`src/rtl/bc_pkg.sv`:
```
`default_nettype none
// ============================================================================
// Module   : bc_pkg
// Purpose  : Shared types, sizes and digit helper for the bulls/cows engine.
// Revision : 1.0 - initial release
// ============================================================================
package bc_pkg;

    localparam int NUM_DIGITS = 4;
    localparam int DIGIT_W    = 4;
    localparam int SCORE_W    = 3;

    typedef enum logic [2:0] {
        S_IDLE  = 3'd0,
        S_GEN   = 3'd1,
        S_ENTER = 3'd2,
        S_SCORE = 3'd3,
        S_DONE  = 3'd4
    } bc_state_t;

    function automatic logic is_valid_digit(input logic [DIGIT_W-1:0] d);
        return (d >= 4'd1) && (d <= 4'd9);
    endfunction

endpackage
`default_nettype wire

```
`src/rtl/bulls_cows_engine_if.sv`:
```
`default_nettype none
// ============================================================================
// Module   : bulls_cows_engine_if
// Purpose  : Guess-digit valid/ready handshake between player input and engine.
// Revision : 1.0 - initial release
// ============================================================================
interface bulls_cows_engine_if;
    import bc_pkg::*;

    logic               digit_valid;
    logic [DIGIT_W-1:0] digit_in;
    logic               digit_ready;

    modport master (
        output digit_valid,
        output digit_in,
        input  digit_ready
    );

    modport slave (
        input  digit_valid,
        input  digit_in,
        output digit_ready
    );

endinterface
`default_nettype wire

```
`src/rtl/bc_lfsr16.sv`:
```
`default_nettype none
// ============================================================================
// Module   : bc_lfsr16
// Purpose  : Free-running 16-bit Galois LFSR (taps 16,14,13,11), low nibble out.
// Revision : 1.0 - initial release
// ============================================================================
module bc_lfsr16 #(
    parameter logic [15:0] SEED = 16'hACE1
) (
    input  wire logic       clk,
    input  wire logic       rst,
    output logic      [3:0] nibble
);

    logic [15:0] r_state;

    // An all-zero seed would lock the register at zero forever.
    if (SEED == 16'h0000) begin : g_seed_check
        $error("bc_lfsr16: SEED must be nonzero");
    end

    always_ff @(posedge clk or negedge rst) begin
        if (!rst) begin
            r_state <= SEED;
        end else begin
            r_state <= {1'b0, r_state[15:1]} ^ (r_state[0] ? 16'hB400 : 16'h0000);
        end
    end

    assign nibble = r_state[3:0];

endmodule
`default_nettype wire

```
`src/rtl/bulls_cows_engine.sv`:
```
`default_nettype none
// ============================================================================
// Module   : bulls_cows_engine
// Purpose  : Secret generation, guess entry and bulls/cows scoring for the panel.
//            Optional macro BC_HIDE_SECRET_EN masks the secret until S_DONE.
// Revision : 1.0 - initial release
// ============================================================================
module bulls_cows_engine
    import bc_pkg::*;
#(
    parameter logic [15:0] LFSR_SEED = 16'hACE1,
    parameter int          MAX_TRIES = 10
) (
    input  wire logic                 clk,
    input  wire logic                 rst,
    input  wire logic                 new_game,
    bulls_cows_engine_if.slave        dig,
    output logic      [DIGIT_W-1:0]   secret_number_0,
    output logic      [DIGIT_W-1:0]   secret_number_1,
    output logic      [DIGIT_W-1:0]   secret_number_2,
    output logic      [DIGIT_W-1:0]   secret_number_3,
    output logic      [DIGIT_W-1:0]   guessed_number_0,
    output logic      [DIGIT_W-1:0]   guessed_number_1,
    output logic      [DIGIT_W-1:0]   guessed_number_2,
    output logic      [DIGIT_W-1:0]   guessed_number_3,
    output logic      [SCORE_W-1:0]   bulls,
    output logic      [SCORE_W-1:0]   cows,
    output logic                      score_valid,
    output logic      [3:0]           tries,
    output logic                      game_won,
    output logic                      game_lost,
    output logic                      busy
);

    localparam logic [3:0] c_max_tries = 4'(MAX_TRIES);

    if (MAX_TRIES < 1 || MAX_TRIES > 15) begin : g_max_tries_check
        $error("bulls_cows_engine: MAX_TRIES must be in 1..15");
    end

    bc_state_t          r_state;
    bc_state_t          w_state_next;
    logic [DIGIT_W-1:0] r_secret [NUM_DIGITS];
    logic [DIGIT_W-1:0] r_guess  [NUM_DIGITS];
    logic [1:0]         r_gen_idx;
    logic [1:0]         r_guess_idx;
    logic [1:0]         r_score_idx;
    logic [SCORE_W-1:0] r_acc_bulls;
    logic [SCORE_W-1:0] r_acc_cows;
    logic [SCORE_W-1:0] r_bulls;
    logic [SCORE_W-1:0] r_cows;
    logic [3:0]         r_tries;
    logic               r_score_valid;
    logic               r_won;
    logic               r_lost;

    logic [DIGIT_W-1:0] w_rnd;
    logic               w_rnd_fresh;
    logic               w_digit_fresh;
    logic               w_bull;
    logic               w_cow;
    logic               w_gen_take;
    logic               w_digit_take;
    logic               w_score_last;
    logic               w_win;
    logic               w_lose;
    logic [SCORE_W-1:0] w_bulls_final;
    logic [SCORE_W-1:0] w_cows_final;
    logic [3:0]         w_tries_next;

    bc_lfsr16 #(
        .SEED   (LFSR_SEED)
    ) u_lfsr (
        .clk    (clk),
        .rst    (rst),
        .nibble (w_rnd)
    );

    // Candidate digits must be 1..9 and unique among slots already filled.
    always_comb begin
        w_rnd_fresh   = is_valid_digit(w_rnd);
        w_digit_fresh = is_valid_digit(dig.digit_in);
        for (int k = 0; k < NUM_DIGITS; k++) begin
            if ((2'(k) < r_gen_idx) && (r_secret[k] == w_rnd)) begin
                w_rnd_fresh = 1'b0;
            end
            if ((2'(k) < r_guess_idx) && (r_guess[k] == dig.digit_in)) begin
                w_digit_fresh = 1'b0;
            end
        end
    end

    always_comb begin
        w_bull = (r_guess[r_score_idx] == r_secret[r_score_idx]);
        w_cow  = 1'b0;
        for (int k = 0; k < NUM_DIGITS; k++) begin
            if ((2'(k) != r_score_idx) && (r_guess[r_score_idx] == r_secret[k])) begin
                w_cow = 1'b1;
            end
        end
    end

    assign w_bulls_final = r_acc_bulls + {2'b00, w_bull};
    assign w_cows_final  = r_acc_cows + {2'b00, w_cow};
    assign w_tries_next  = (r_tries == 4'hF) ? r_tries : r_tries + 4'd1;

    always_ff @(posedge clk or negedge rst) begin
        if (!rst) begin
            r_state <= S_IDLE;
        end else begin
            r_state <= w_state_next;
        end
    end

    always_comb begin
        w_state_next = r_state;
        w_gen_take   = 1'b0;
        w_digit_take = 1'b0;
        w_score_last = 1'b0;
        w_win        = 1'b0;
        w_lose       = 1'b0;
        if (new_game) begin
            w_state_next = S_GEN;
        end else begin
            case (r_state)
                S_GEN: begin
                    if (w_rnd_fresh) begin
                        w_gen_take = 1'b1;
                        if (r_gen_idx == 2'd3) begin
                            w_state_next = S_ENTER;
                        end
                    end
                end
                S_ENTER: begin
                    if (dig.digit_valid && w_digit_fresh) begin
                        w_digit_take = 1'b1;
                        if (r_guess_idx == 2'd3) begin
                            w_state_next = S_SCORE;
                        end
                    end
                end
                S_SCORE: begin
                    if (r_score_idx == 2'd3) begin
                        w_score_last = 1'b1;
                        if (w_bulls_final == 3'd4) begin
                            w_win        = 1'b1;
                            w_state_next = S_DONE;
                        end else if (w_tries_next >= c_max_tries) begin
                            w_lose       = 1'b1;
                            w_state_next = S_DONE;
                        end else begin
                            w_state_next = S_ENTER;
                        end
                    end
                end
                default: begin
                    w_state_next = r_state;
                end
            endcase
        end
    end

    always_ff @(posedge clk or negedge rst) begin
        if (!rst) begin
            for (int k = 0; k < NUM_DIGITS; k++) begin
                r_secret[k] <= '0;
                r_guess[k]  <= '0;
            end
            r_gen_idx     <= '0;
            r_guess_idx   <= '0;
            r_score_idx   <= '0;
            r_acc_bulls   <= '0;
            r_acc_cows    <= '0;
            r_bulls       <= '0;
            r_cows        <= '0;
            r_tries       <= '0;
            r_score_valid <= 1'b0;
            r_won         <= 1'b0;
            r_lost        <= 1'b0;
        end else begin
            r_score_valid <= 1'b0;
            if (new_game) begin
                for (int k = 0; k < NUM_DIGITS; k++) begin
                    r_secret[k] <= '0;
                    r_guess[k]  <= '0;
                end
                r_gen_idx   <= '0;
                r_guess_idx <= '0;
                r_score_idx <= '0;
                r_acc_bulls <= '0;
                r_acc_cows  <= '0;
                r_bulls     <= '0;
                r_cows      <= '0;
                r_tries     <= '0;
                r_won       <= 1'b0;
                r_lost      <= 1'b0;
            end else begin
                if (w_gen_take) begin
                    r_secret[r_gen_idx] <= w_rnd;
                    r_gen_idx           <= r_gen_idx + 2'd1;
                end
                if (w_digit_take) begin
                    // Previous guess stays on the panel until the new guess starts.
                    if (r_guess_idx == 2'd0) begin
                        for (int k = 1; k < NUM_DIGITS; k++) begin
                            r_guess[k] <= '0;
                        end
                    end
                    r_guess[r_guess_idx] <= dig.digit_in;
                    r_guess_idx          <= r_guess_idx + 2'd1;
                end
                if (r_state == S_SCORE) begin
                    r_score_idx <= r_score_idx + 2'd1;
                    r_acc_bulls <= w_score_last ? '0 : w_bulls_final;
                    r_acc_cows  <= w_score_last ? '0 : w_cows_final;
                    if (w_score_last) begin
                        r_bulls       <= w_bulls_final;
                        r_cows        <= w_cows_final;
                        r_tries       <= w_tries_next;
                        r_score_valid <= 1'b1;
                        r_won         <= w_win;
                        r_lost        <= w_lose;
                    end
                end
            end
        end
    end

    assign dig.digit_ready = (r_state == S_ENTER);
    assign busy            = (r_state == S_GEN) || (r_state == S_SCORE);

`ifdef BC_HIDE_SECRET_EN
    assign secret_number_0 = (r_state == S_DONE) ? r_secret[0] : '0;
    assign secret_number_1 = (r_state == S_DONE) ? r_secret[1] : '0;
    assign secret_number_2 = (r_state == S_DONE) ? r_secret[2] : '0;
    assign secret_number_3 = (r_state == S_DONE) ? r_secret[3] : '0;
`else
    assign secret_number_0 = r_secret[0];
    assign secret_number_1 = r_secret[1];
    assign secret_number_2 = r_secret[2];
    assign secret_number_3 = r_secret[3];
`endif

    assign guessed_number_0 = r_guess[0];
    assign guessed_number_1 = r_guess[1];
    assign guessed_number_2 = r_guess[2];
    assign guessed_number_3 = r_guess[3];
    assign bulls            = r_bulls;
    assign cows             = r_cows;
    assign score_valid      = r_score_valid;
    assign tries            = r_tries;
    assign game_won         = r_won;
    assign game_lost        = r_lost;

endmodule
`default_nettype wire

```
`src/flat_wrapper.sv`:
```
// flat-port wrapper written by rule: the top's interface ports become plain ports
module bulls_cows_engine_flat import bc_pkg::*;
#(
    parameter logic [15:0] LFSR_SEED = 16'hACE1,
    parameter int          MAX_TRIES = 10
)
  (clk, rst, new_game, secret_number_0, secret_number_1, secret_number_2, secret_number_3, guessed_number_0, guessed_number_1, guessed_number_2, guessed_number_3, bulls, cows, score_valid, tries, game_won, game_lost, busy, dig_digit_valid, dig_digit_in, dig_digit_ready);
  bulls_cows_engine_if dig_i ();
  input  wire logic clk;
  input  wire logic rst;
  input  wire logic new_game;
  output logic      [DIGIT_W-1:0] secret_number_0;
  output logic      [DIGIT_W-1:0] secret_number_1;
  output logic      [DIGIT_W-1:0] secret_number_2;
  output logic      [DIGIT_W-1:0] secret_number_3;
  output logic      [DIGIT_W-1:0] guessed_number_0;
  output logic      [DIGIT_W-1:0] guessed_number_1;
  output logic      [DIGIT_W-1:0] guessed_number_2;
  output logic      [DIGIT_W-1:0] guessed_number_3;
  output logic      [SCORE_W-1:0] bulls;
  output logic      [SCORE_W-1:0] cows;
  output logic score_valid;
  output logic      [3:0] tries;
  output logic game_won;
  output logic game_lost;
  output logic busy;
  input wire logic [$bits(dig_i.digit_valid)-1:0] dig_digit_valid;
  input wire logic [$bits(dig_i.digit_in)-1:0] dig_digit_in;
  output wire logic [$bits(dig_i.digit_ready)-1:0] dig_digit_ready;
  assign dig_i.digit_valid = dig_digit_valid;
  assign dig_i.digit_in = dig_digit_in;
  assign dig_digit_ready = dig_i.digit_ready;
  bulls_cows_engine #(.LFSR_SEED(LFSR_SEED), .MAX_TRIES(MAX_TRIES)) u_core (.clk(clk), .rst(rst), .new_game(new_game), .dig(dig_i), .secret_number_0(secret_number_0), .secret_number_1(secret_number_1), .secret_number_2(secret_number_2), .secret_number_3(secret_number_3), .guessed_number_0(guessed_number_0), .guessed_number_1(guessed_number_1), .guessed_number_2(guessed_number_2), .guessed_number_3(guessed_number_3), .bulls(bulls), .cows(cows), .score_valid(score_valid), .tries(tries), .game_won(game_won), .game_lost(game_lost), .busy(busy));
endmodule
```
`config.mk`:
```
export PLATFORM = sky130hd
export DESIGN_NAME = bulls_cows_engine_flat
export DESIGN_NICKNAME = d
export VERILOG_FILES = /design/src/rtl/bc_pkg.sv /design/src/rtl/bulls_cows_engine_if.sv /design/src/rtl/bc_lfsr16.sv /design/src/rtl/bulls_cows_engine.sv /design/src/flat_wrapper.sv
export SDC_FILE = /design/constraint.sdc
export NUM_CORES = 1
export LEC_CHECK = 0
export ABC_CLOCK_PERIOD_IN_PS = 7000
export BUFFER_PORTS_ARGS = -buffer_cell sky130_fd_sc_hd__clkbuf_2
export CAP_MARGIN = 15
export CORE_MARGIN = 5
export CORE_UTILIZATION = 35
export CTS_CLUSTER_DIAMETER = 100
export DETAILED_ROUTE_END_ITERATION = 10
export PLACE_DENSITY = 0.58
export SLEW_MARGIN = 20
export SYNTH_ARGS = -nofsm -noshare
export SYNTH_HDL_FRONTEND = slang
export SYNTH_SLANG_ARGS = --single-unit
```
`constraint.sdc`:
```
create_clock -name clk -period 7 [get_ports clk]
set_input_delay 0 -clock clk [delete_from_list [all_inputs] [get_ports clk]]
set_output_delay 0 -clock clk [all_outputs]
set_load 0.02 [all_outputs]
```
==> results.yml, run 1 <==
critical_path:
  crit_path_start_kind: "flop"
  worst_setup_path_end_kind: "flop"
  path_class: "flop to flop"
  worst_path_cell_trace: "mux2i_1, mux2_2, xor2_1, nand4_1, mux2i_1, mux2_2, ha_1, ha_1, xnor2_1, nor3_1, nor2_1, a22oi_1, nor2_1"
  max_incr_delay_on_cp_ps: 660
  critPathMaxFanout: 12
  required_ps: 7190
  crit_path_top_delay_cell: "sky130_fd_sc_hd__dfrtp_1"
  worst-endpoint-arrival_ps: 3340
  cp_top_family: "multiplexers"
  cp_num_buf_inv: 0
detailed_routing:
  drc: 0
  routed_antenna_nets: 0
  route.detailed.vias_per_inst: 5.18
  first_pass_iters: 4
  routed_wl_um: 10000
  initialDrtViolationCount: 308
  vias: 3065
  avgRoutedWirePerCell_um: 16.9
sta:
  setup-tns-final_ps: 0
  final_hold_viol_count: 0
  setup-violations-final: 0
  slew_headroom: 0.352
  fin_ws_ps: 3850
  final.min_clock_period_ps: 3150
  finalCritPeriodShare: 0.450
  rsz0062_at_grt: "no"
  timing.final.max_slew_violations: 0
  timing.clock.skew_ps: 6.39
  max_freq_ghz: 0.317
  max_slew.worst_pin.slew_ps: 972
clock_network:
  post_cts.resized_instances: 0
  clkLatencyLatePin_ps: 330
  h_tree_levels: 3
  cts_post_setup_buffers_inserted: 0
  cts.reportedPaths.clkPinSlew_ps: 60
  clock_path_buffers: 2
  cts-buffers-inserted: 9
  ctsRootBufferMaster: "sky130_fd_sc_hd__clkbuf_16"
  clkSinkCount: 76
  tritoncts: "yes"
synthesis:
  synthMuxAreaShare: 0.0814
  ys_dominant_reg_cell: "sky130_fd_sc_hd__dfrtp_1"
  syn-mean-instance-area_um2: 10.3
  yosys.area_share.xor_xnor: 0.0974
  number_of_enable_type_register_cells_in_the_synthesized_netlist: 0
  yosys_warnings: 0
  yosys.area.top_type_share: 0.411
  synth-seq-area-share: 0.462
  synth_cell_types: 46
  yosysMostFrequentCell: "sky130_fd_sc_hd__dfrtp_1"
  synth-adder-area-share: 0.0545
  postSynthCellCount: 400
  synth.area.top_cells: "sky130_fd_sc_hd__dfrtp_1 (41%), sky130_fd_sc_hd__mux2i_1 (6.8%), sky130_fd_sc_hd__xor2_1 (6.4%), sky130_fd_sc_hd__ha_1 (5.4%), sky130_fd_sc_hd__dfstp_2 (5.1%)"
  synth_area_leader_cell: "sky130_fd_sc_hd__dfrtp_1"
  synth_top_family_by_area: "simple AND/OR/NAND/NOR gates"
  synthSimpleGateAreaFrac: 0.166
  net_count_after_synthesis: 426
  postSynth.asyncResetShare: 1.00
  synth.ff_latch_count: 76
  summed_instance_area_of_the_synthesized_netlist_um2: 4140
  compound_cell_area_share_of_the_yosys_netlist: 0.101
  synth.top_cells.by_count: "sky130_fd_sc_hd__dfrtp_1 (68), sky130_fd_sc_hd__xor2_1 (30), sky130_fd_sc_hd__mux2i_1 (28), sky130_fd_sc_hd__nor2_1 (28)"
power:
  p_leak_nw: 2.25
  max-vdd-ir-drop_mv: 0.125
  total_power_mw: 0.943
  power_density_nw_per_um2: 196
placement:
  dp_worst_setup_slack_ps: 3870
  rd_place_congestion: 0.865
  dp_hpwl_um: 6930
  count_of_input_and_output_buffers: 54
global_routing:
  wire_length_of_the_first_global_routing_pass_um: 16700
  number_of_global_route_vias_before_repair: 3113
  pin_count_of_the_biggest_net_entering_global_routing: 77
  overflow: 0
  grtUsageTotal: 0.145
  antenna_found_initial: 0
die:
  boundaryPins: 55
  initial_core_util: 0.359
  fp.dieArea_um2: 14100
  core_area_um2: 11500
  rows: 39
  floorplan.die.width_um: 119
  die_height_um: 119
finish:
  layout-drive-gt1-share: 0.192
  nets: 470
  core_occupancy_in_the_finished_layout: 0.417
  num_antenna_cells: 0
  filler_cell_count: 1111
  area_delta_synth_final_pct: 16.1
flow_run:
  max_cap_violations: 0
min_path:
  worst_hold_path_type: "input pin to flop"
run_status:
  run_status: "complete, no violations"
-- path summary, 6_finish.rpt --
check,to,slack (ps),depth (start not counted),start
setup / recovery,u_core.game_lost,3850,13,u_core.r_score_idx[1]
hold / removal,u_core.guessed_number_1[0],70,3,dig_digit_in[0]
setup reg to reg,u_core.game_lost,3850,13,u_core.r_score_idx[1]
hold reg to reg,u_core.u_lfsr.r_state[3],350,0,u_core.u_lfsr.r_state[4]
max in group asynchronous,u_core.u_lfsr.r_state[9],5990,2,rst
min in group asynchronous,u_core.secret_number_3[2],340,2,rst
-- flip-flops by register name, summed over array words and instances, names as in the netlist --
name / cells
u_core.guessed_number_3: 4
u_core.u_lfsr.r_state: 16
u_core.r_acc_cows: 3
u_core.bulls: 3
u_core.secret_number_3: 4
u_core.guessed_number_2: 4
u_core.cows: 3
u_core.secret_number_2: 4
u_core.secret_number_0: 4
u_core.r_acc_bulls: 3
u_core.guessed_number_1: 4
u_core.r_state: 3
u_core.r_score_idx: 2
u_core.r_guess_idx: 2
u_core.secret_number_1: 4
u_core.guessed_number_0: 4
u_core.game_won: 1
u_core.score_valid: 1
u_core.r_gen_idx: 2
u_core.game_lost: 1
u_core.tries: 4
-- power breakdown --
group | leakage, nW | internal [mW] | switching (mW)
combinational | 1.07 | 0.00842 | 0.0208
sequential | 1.03 | 0.441 | 0.00100
clock | 0.149 | 0.294 | 0.178
total | 2.25 | 0.744 | 0.200
-- what timing repair did --
item | 4_1_cts | 5_1_grt
setup endpoints to repair | 0 | 0
endpoints found under the hold margin | 68 | 0
hold buffers | 1 | 0
-- layout make-up --
cell class	count	area [um^2]	share of cell area
clock buffer	12	256	0.0534
clock inverter	4	47.5	0.00990
inverter	13	48.8	0.0102
multi-input combinational	288	2070	0.431
sequential	76	1910	0.398
tap	143	179	0.0373
timing repair buffer	56	290	0.0604
-- logic make-up after synthesis --
logic type / Yosys count
buffers and inverters: 36
multiplexers: 33
XOR/XNOR: 46
AND/OR/NAND/NOR: 129
adder cells (fa/ha/maj): 18
flip-flops: 76
AO/OA/AOI/OAI: 62
-- per-stage QoR --
stage	cells	cell area (um^2)	hold WS [ps]
finish	592	4800	71.8
CTS	592	4800	58.3
global placement	575	4490	213
detailed placement	575	4490	224
floorplan	400	4140	-296
global route	592	4800	79.9
-- per-layer routing --
metal  vias to the layer above  routed length (um)  global-route usage  share of wire
met5                         -                   0                   0              0
met4                         0                  89              0.0449         0.0089
met3                         9                 519              0.0387          0.052
met2                        69                4660               0.229           0.46
met1                      1508                4760               0.195           0.47
li1                       1479                   -                   -              -
-- cell usage in the layout, fill, tap and decap left out, types with 9 or more instances in the layout --
master                      instances
sky130_fd_sc_hd__a21oi_1           20
sky130_fd_sc_hd__clkbuf_16          9
sky130_fd_sc_hd__clkbuf_2          53
sky130_fd_sc_hd__dfrtp_1           68
sky130_fd_sc_hd__ha_1              18
sky130_fd_sc_hd__inv_1             12
sky130_fd_sc_hd__mux2i_1           28
sky130_fd_sc_hd__nand2_1           24
sky130_fd_sc_hd__nand2b_1          24
sky130_fd_sc_hd__nor2_1            28
sky130_fd_sc_hd__nor2b_1           10
sky130_fd_sc_hd__xnor2_1           16
sky130_fd_sc_hd__xor2_1            30
-- worst register-to-register path, cell delays in order (launching register included) --
cell	delay, ps
sky130_fd_sc_hd__dfrtp_1	660
sky130_fd_sc_hd__mux2i_1	140
sky130_fd_sc_hd__mux2_2	340
sky130_fd_sc_hd__xor2_1	160
sky130_fd_sc_hd__nand4_1	140
sky130_fd_sc_hd__mux2i_1	90
sky130_fd_sc_hd__mux2_2	280
sky130_fd_sc_hd__ha_1	200
sky130_fd_sc_hd__ha_1	240
sky130_fd_sc_hd__xnor2_1	160
sky130_fd_sc_hd__nor3_1	300
sky130_fd_sc_hd__nor2_1	70
sky130_fd_sc_hd__a22oi_1	170
sky130_fd_sc_hd__nor2_1	60
No activity file was read; power rests on OpenSTA's default activity.
==> inputs of run 2 (changes only) <==
--- a/config.mk
+++ b/config.mk
@@ -5,14 +5,14 @@
 export SDC_FILE = /design/constraint.sdc
 export NUM_CORES = 1
 export LEC_CHECK = 0
-export ABC_CLOCK_PERIOD_IN_PS = 7000
+export ABC_CLOCK_PERIOD_IN_PS = 2840
 export BUFFER_PORTS_ARGS = -buffer_cell sky130_fd_sc_hd__clkbuf_2
 export CAP_MARGIN = 15
 export CORE_MARGIN = 5
 export CORE_UTILIZATION = 35
 export CTS_CLUSTER_DIAMETER = 100
 export DETAILED_ROUTE_END_ITERATION = 10
-export PLACE_DENSITY = 0.58
+export PLACE_DENSITY = 0.6
 export SLEW_MARGIN = 20
 export SYNTH_ARGS = -nofsm -noshare
 export SYNTH_HDL_FRONTEND = slang
==> constraint.sdc (replaced) <==
create_clock -name clk -period 2.84 [get_ports clk]
set_input_delay 0 -clock clk [delete_from_list [all_inputs] [get_ports clk]]
set_output_delay 0 -clock clk [all_outputs]
set_load 0.02 [all_outputs]
==> run 2 against run 1 <==
Non-clock buffer count is 30 higher. Register-to-register slack worse by 3800 ps. Clock-buffer cell count is 2 lower. Die area stayed put. Critical endpoint unchanged. Largest cell class unchanged.
==> results.yml, run 2 (synthesized netlist as in run 1, its figures left out) <==
finish:
  nets: 500
  flip_flop_count_of_the_largest_register_all_copies_and_words_added: 16
  area_delta_synth_final_pct: 26.2
  layout.cells.most_common_list: "sky130_fd_sc_hd__dfrtp_1 (68), sky130_fd_sc_hd__clkbuf_2 (53), sky130_fd_sc_hd__buf_4 (30), sky130_fd_sc_hd__xor2_1 (29)"
  layout-drive-gt1-share: 0.269
  post-route-cell-area_um2: 5220
  largest_register: "u_core.u_lfsr.r_state"
  num_antenna_cells: 0
  mostFrequentLayoutCell: "sky130_fd_sc_hd__dfrtp_1"
critical_path:
  crit_path_top_delay_cell: "sky130_fd_sc_hd__dfrtp_1"
  worst-endpoint-arrival_ps: 3010
  worst_path_cell_trace: "buf_12, buf_8, mux2i_1, mux2_4, xor2_2, nand4_1, mux2i_1, mux2_4, ha_4, ha_4, xnor2_4, nor3_4, nor2_1, a22oi_1, nor2_1"
  worst_setup_path_end_kind: "flop"
  max_incr_delay_on_cp_ps: 390
  cp_top_family: "multiplexers"
  path_class: "flop to flop"
  cp_num_buf_inv: 2
  crit_path_start_kind: "flop"
  critPathMaxFanout: 6
  required_ps: 3060
  crit-reg2reg-launch: "u_core.r_score_idx[1]"
  crit_start: "u_core.r_score_idx[1]"
die:
  rows: 39
  die_height_um: 119
  core_area_um2: 11500
  boundaryPins: 55
  floorplan.die.width_um: 119
  initial_core_util: 0.359
  fp.dieArea_um2: 14100
power:
  power.clock.fraction: 0.529
  power_density_nw_per_um2: 477
  total_power_mw: 2.49
  max-vdd-ir-drop_mv: 0.270
  power_frac_seq: 0.438
  power_frac_comb: 0.033
  p_sw_mw: 0.496
  power.switching_fraction: 0.199
  internal-power_mw: 2.00
  p_leak_nw: 2.48
global_routing:
  grtUsageTotal: 0.148
  number_of_global_route_vias_before_repair: 3092
  overflow: 0
  antenna_found_initial: 0
  pin_count_of_the_biggest_net_entering_global_routing: 77
  wire_length_of_the_first_global_routing_pass_um: 16700
clock_network:
  cts.reportedPaths.clkPinSlew_ps: 60
  clkLatencyLatePin_ps: 340
  tritoncts: "yes"
  ctsRootBufferMaster: "sky130_fd_sc_hd__clkbuf_16"
  clkSinkCount: 76
  clock_path_buffers: 2
  cts-buffers-inserted: 9
  h_tree_levels: 3
detailed_routing:
  vias: 3204
  avgRoutedWirePerCell_um: 16.5
  drc: 0
  initialDrtViolationCount: 222
  first_pass_iters: 5
  routed_antenna_nets: 0
  routed_wl_um: 10300
  route.detailed.vias_per_inst: 5.15
sta:
  max_slew.worst_pin.slew_ps: 962
  rsz0062_at_grt: "yes"
  setup-violations-final: 0
  final_hold_viol_count: 0
  slew_headroom: 0.359
  timing.final.max_slew_violations: 0
  max_freq_ghz: 0.359
  final.min_clock_period_ps: 2790
  worst_hold_slack_ps: 58.8
  timing.clock.skew_ps: 6.57
  finalCritPeriodShare: 0.982
placement:
  post_dp_cell_area_um2: 4690
  rd_place_congestion: 0.818
  dp_hpwl_um: 7180
  count_of_input_and_output_buffers: 54
min_path:
  worst_hold_path_type: "input pin to flop"
  holdCritStartpoint: "dig_digit_in[3]"
flow_run:
  max_cap_violations: 0
run_status:
  run_status: "complete, no violations"
==> run 2: final timing paths <==
path                                               to  slack [ps]  cells after the start
max                                  u_core.game_lost          50                     15
min                        u_core.guessed_number_1[3]          60                      3
max reg2reg                          u_core.game_lost          50                     15
min reg2reg                  u_core.u_lfsr.r_state[5]         360                      0
max in group asynchronous   u_core.secret_number_1[2]        1850                      2
min in group asynchronous   u_core.secret_number_2[0]         350                      2
==> run 2: repair_timing <==
action,4_1_cts,5_1_grt
gates resized for setup,7,20
hold endpoints to repair,68,0
buffers inserted,3,5
pin swaps,5,15
endpoints found under the setup margin,4,5
hold buffers,1,0
==> run 2: layout make-up <==
class	count	area, um^2
Tap cell	143	179
Clock buffer	10	239
Inverter	13	48.8
Clock inverter	6	111
Multi-Input combinational cell	288	2190
Sequential cell	76	1910
Timing Repair Buffer	86	536
Fill cell	1044	6300
==> run 2: worst register-to-register path, stage by stage (launching register included) <==
cell and delay (ps):
sky130_fd_sc_hd__dfrtp_1 390, sky130_fd_sc_hd__buf_12 140, sky130_fd_sc_hd__buf_8 120, sky130_fd_sc_hd__mux2i_1 110, sky130_fd_sc_hd__mux2_4 300, sky130_fd_sc_hd__xor2_2 150, sky130_fd_sc_hd__nand4_1 130, sky130_fd_sc_hd__mux2i_1 90
sky130_fd_sc_hd__mux2_4 290, sky130_fd_sc_hd__ha_4 170, sky130_fd_sc_hd__ha_4 170, sky130_fd_sc_hd__xnor2_4 130, sky130_fd_sc_hd__nor3_4 160, sky130_fd_sc_hd__nor2_1 70, sky130_fd_sc_hd__a22oi_1 170, sky130_fd_sc_hd__nor2_1 70
==> run 2: through the flow <==
stage	setup WS [ps]	util	std cells	setup TNS (ps)
6_report	52.3	0.453	622	0
5_1_grt	-94.8	0.453	622	-215
4_1_cts	5.80	0.443	620	0
3_5_place_dp	-118	0.407	600	-226
3_3_place_gp	22.5	0.407	600	0
2_1_floorplan	68.5	-	400	0
==> run 2: power by group through the flow <==
stage	combinational [mW]	sequential [mW]	clock, mW
2_1_floorplan	0.0385	1.11	0
3_3_place_gp	0.0735	1.11	0
3_5_place_dp	0.0744	1.11	0
4_1_cts	0.0770	1.09	1.34
5_1_grt	0.0919	1.09	1.40
6_report	0.0819	1.09	1.32
==> run 2: layer usage <==
metal,global-route usage,up-vias,part of all wire
met2,0.230,77,0.48
met4,0.0369,0,0.011
li1,-,1538,-
met3,0.0468,13,0.065
met1,0.201,1576,0.44
met5,0,-,0
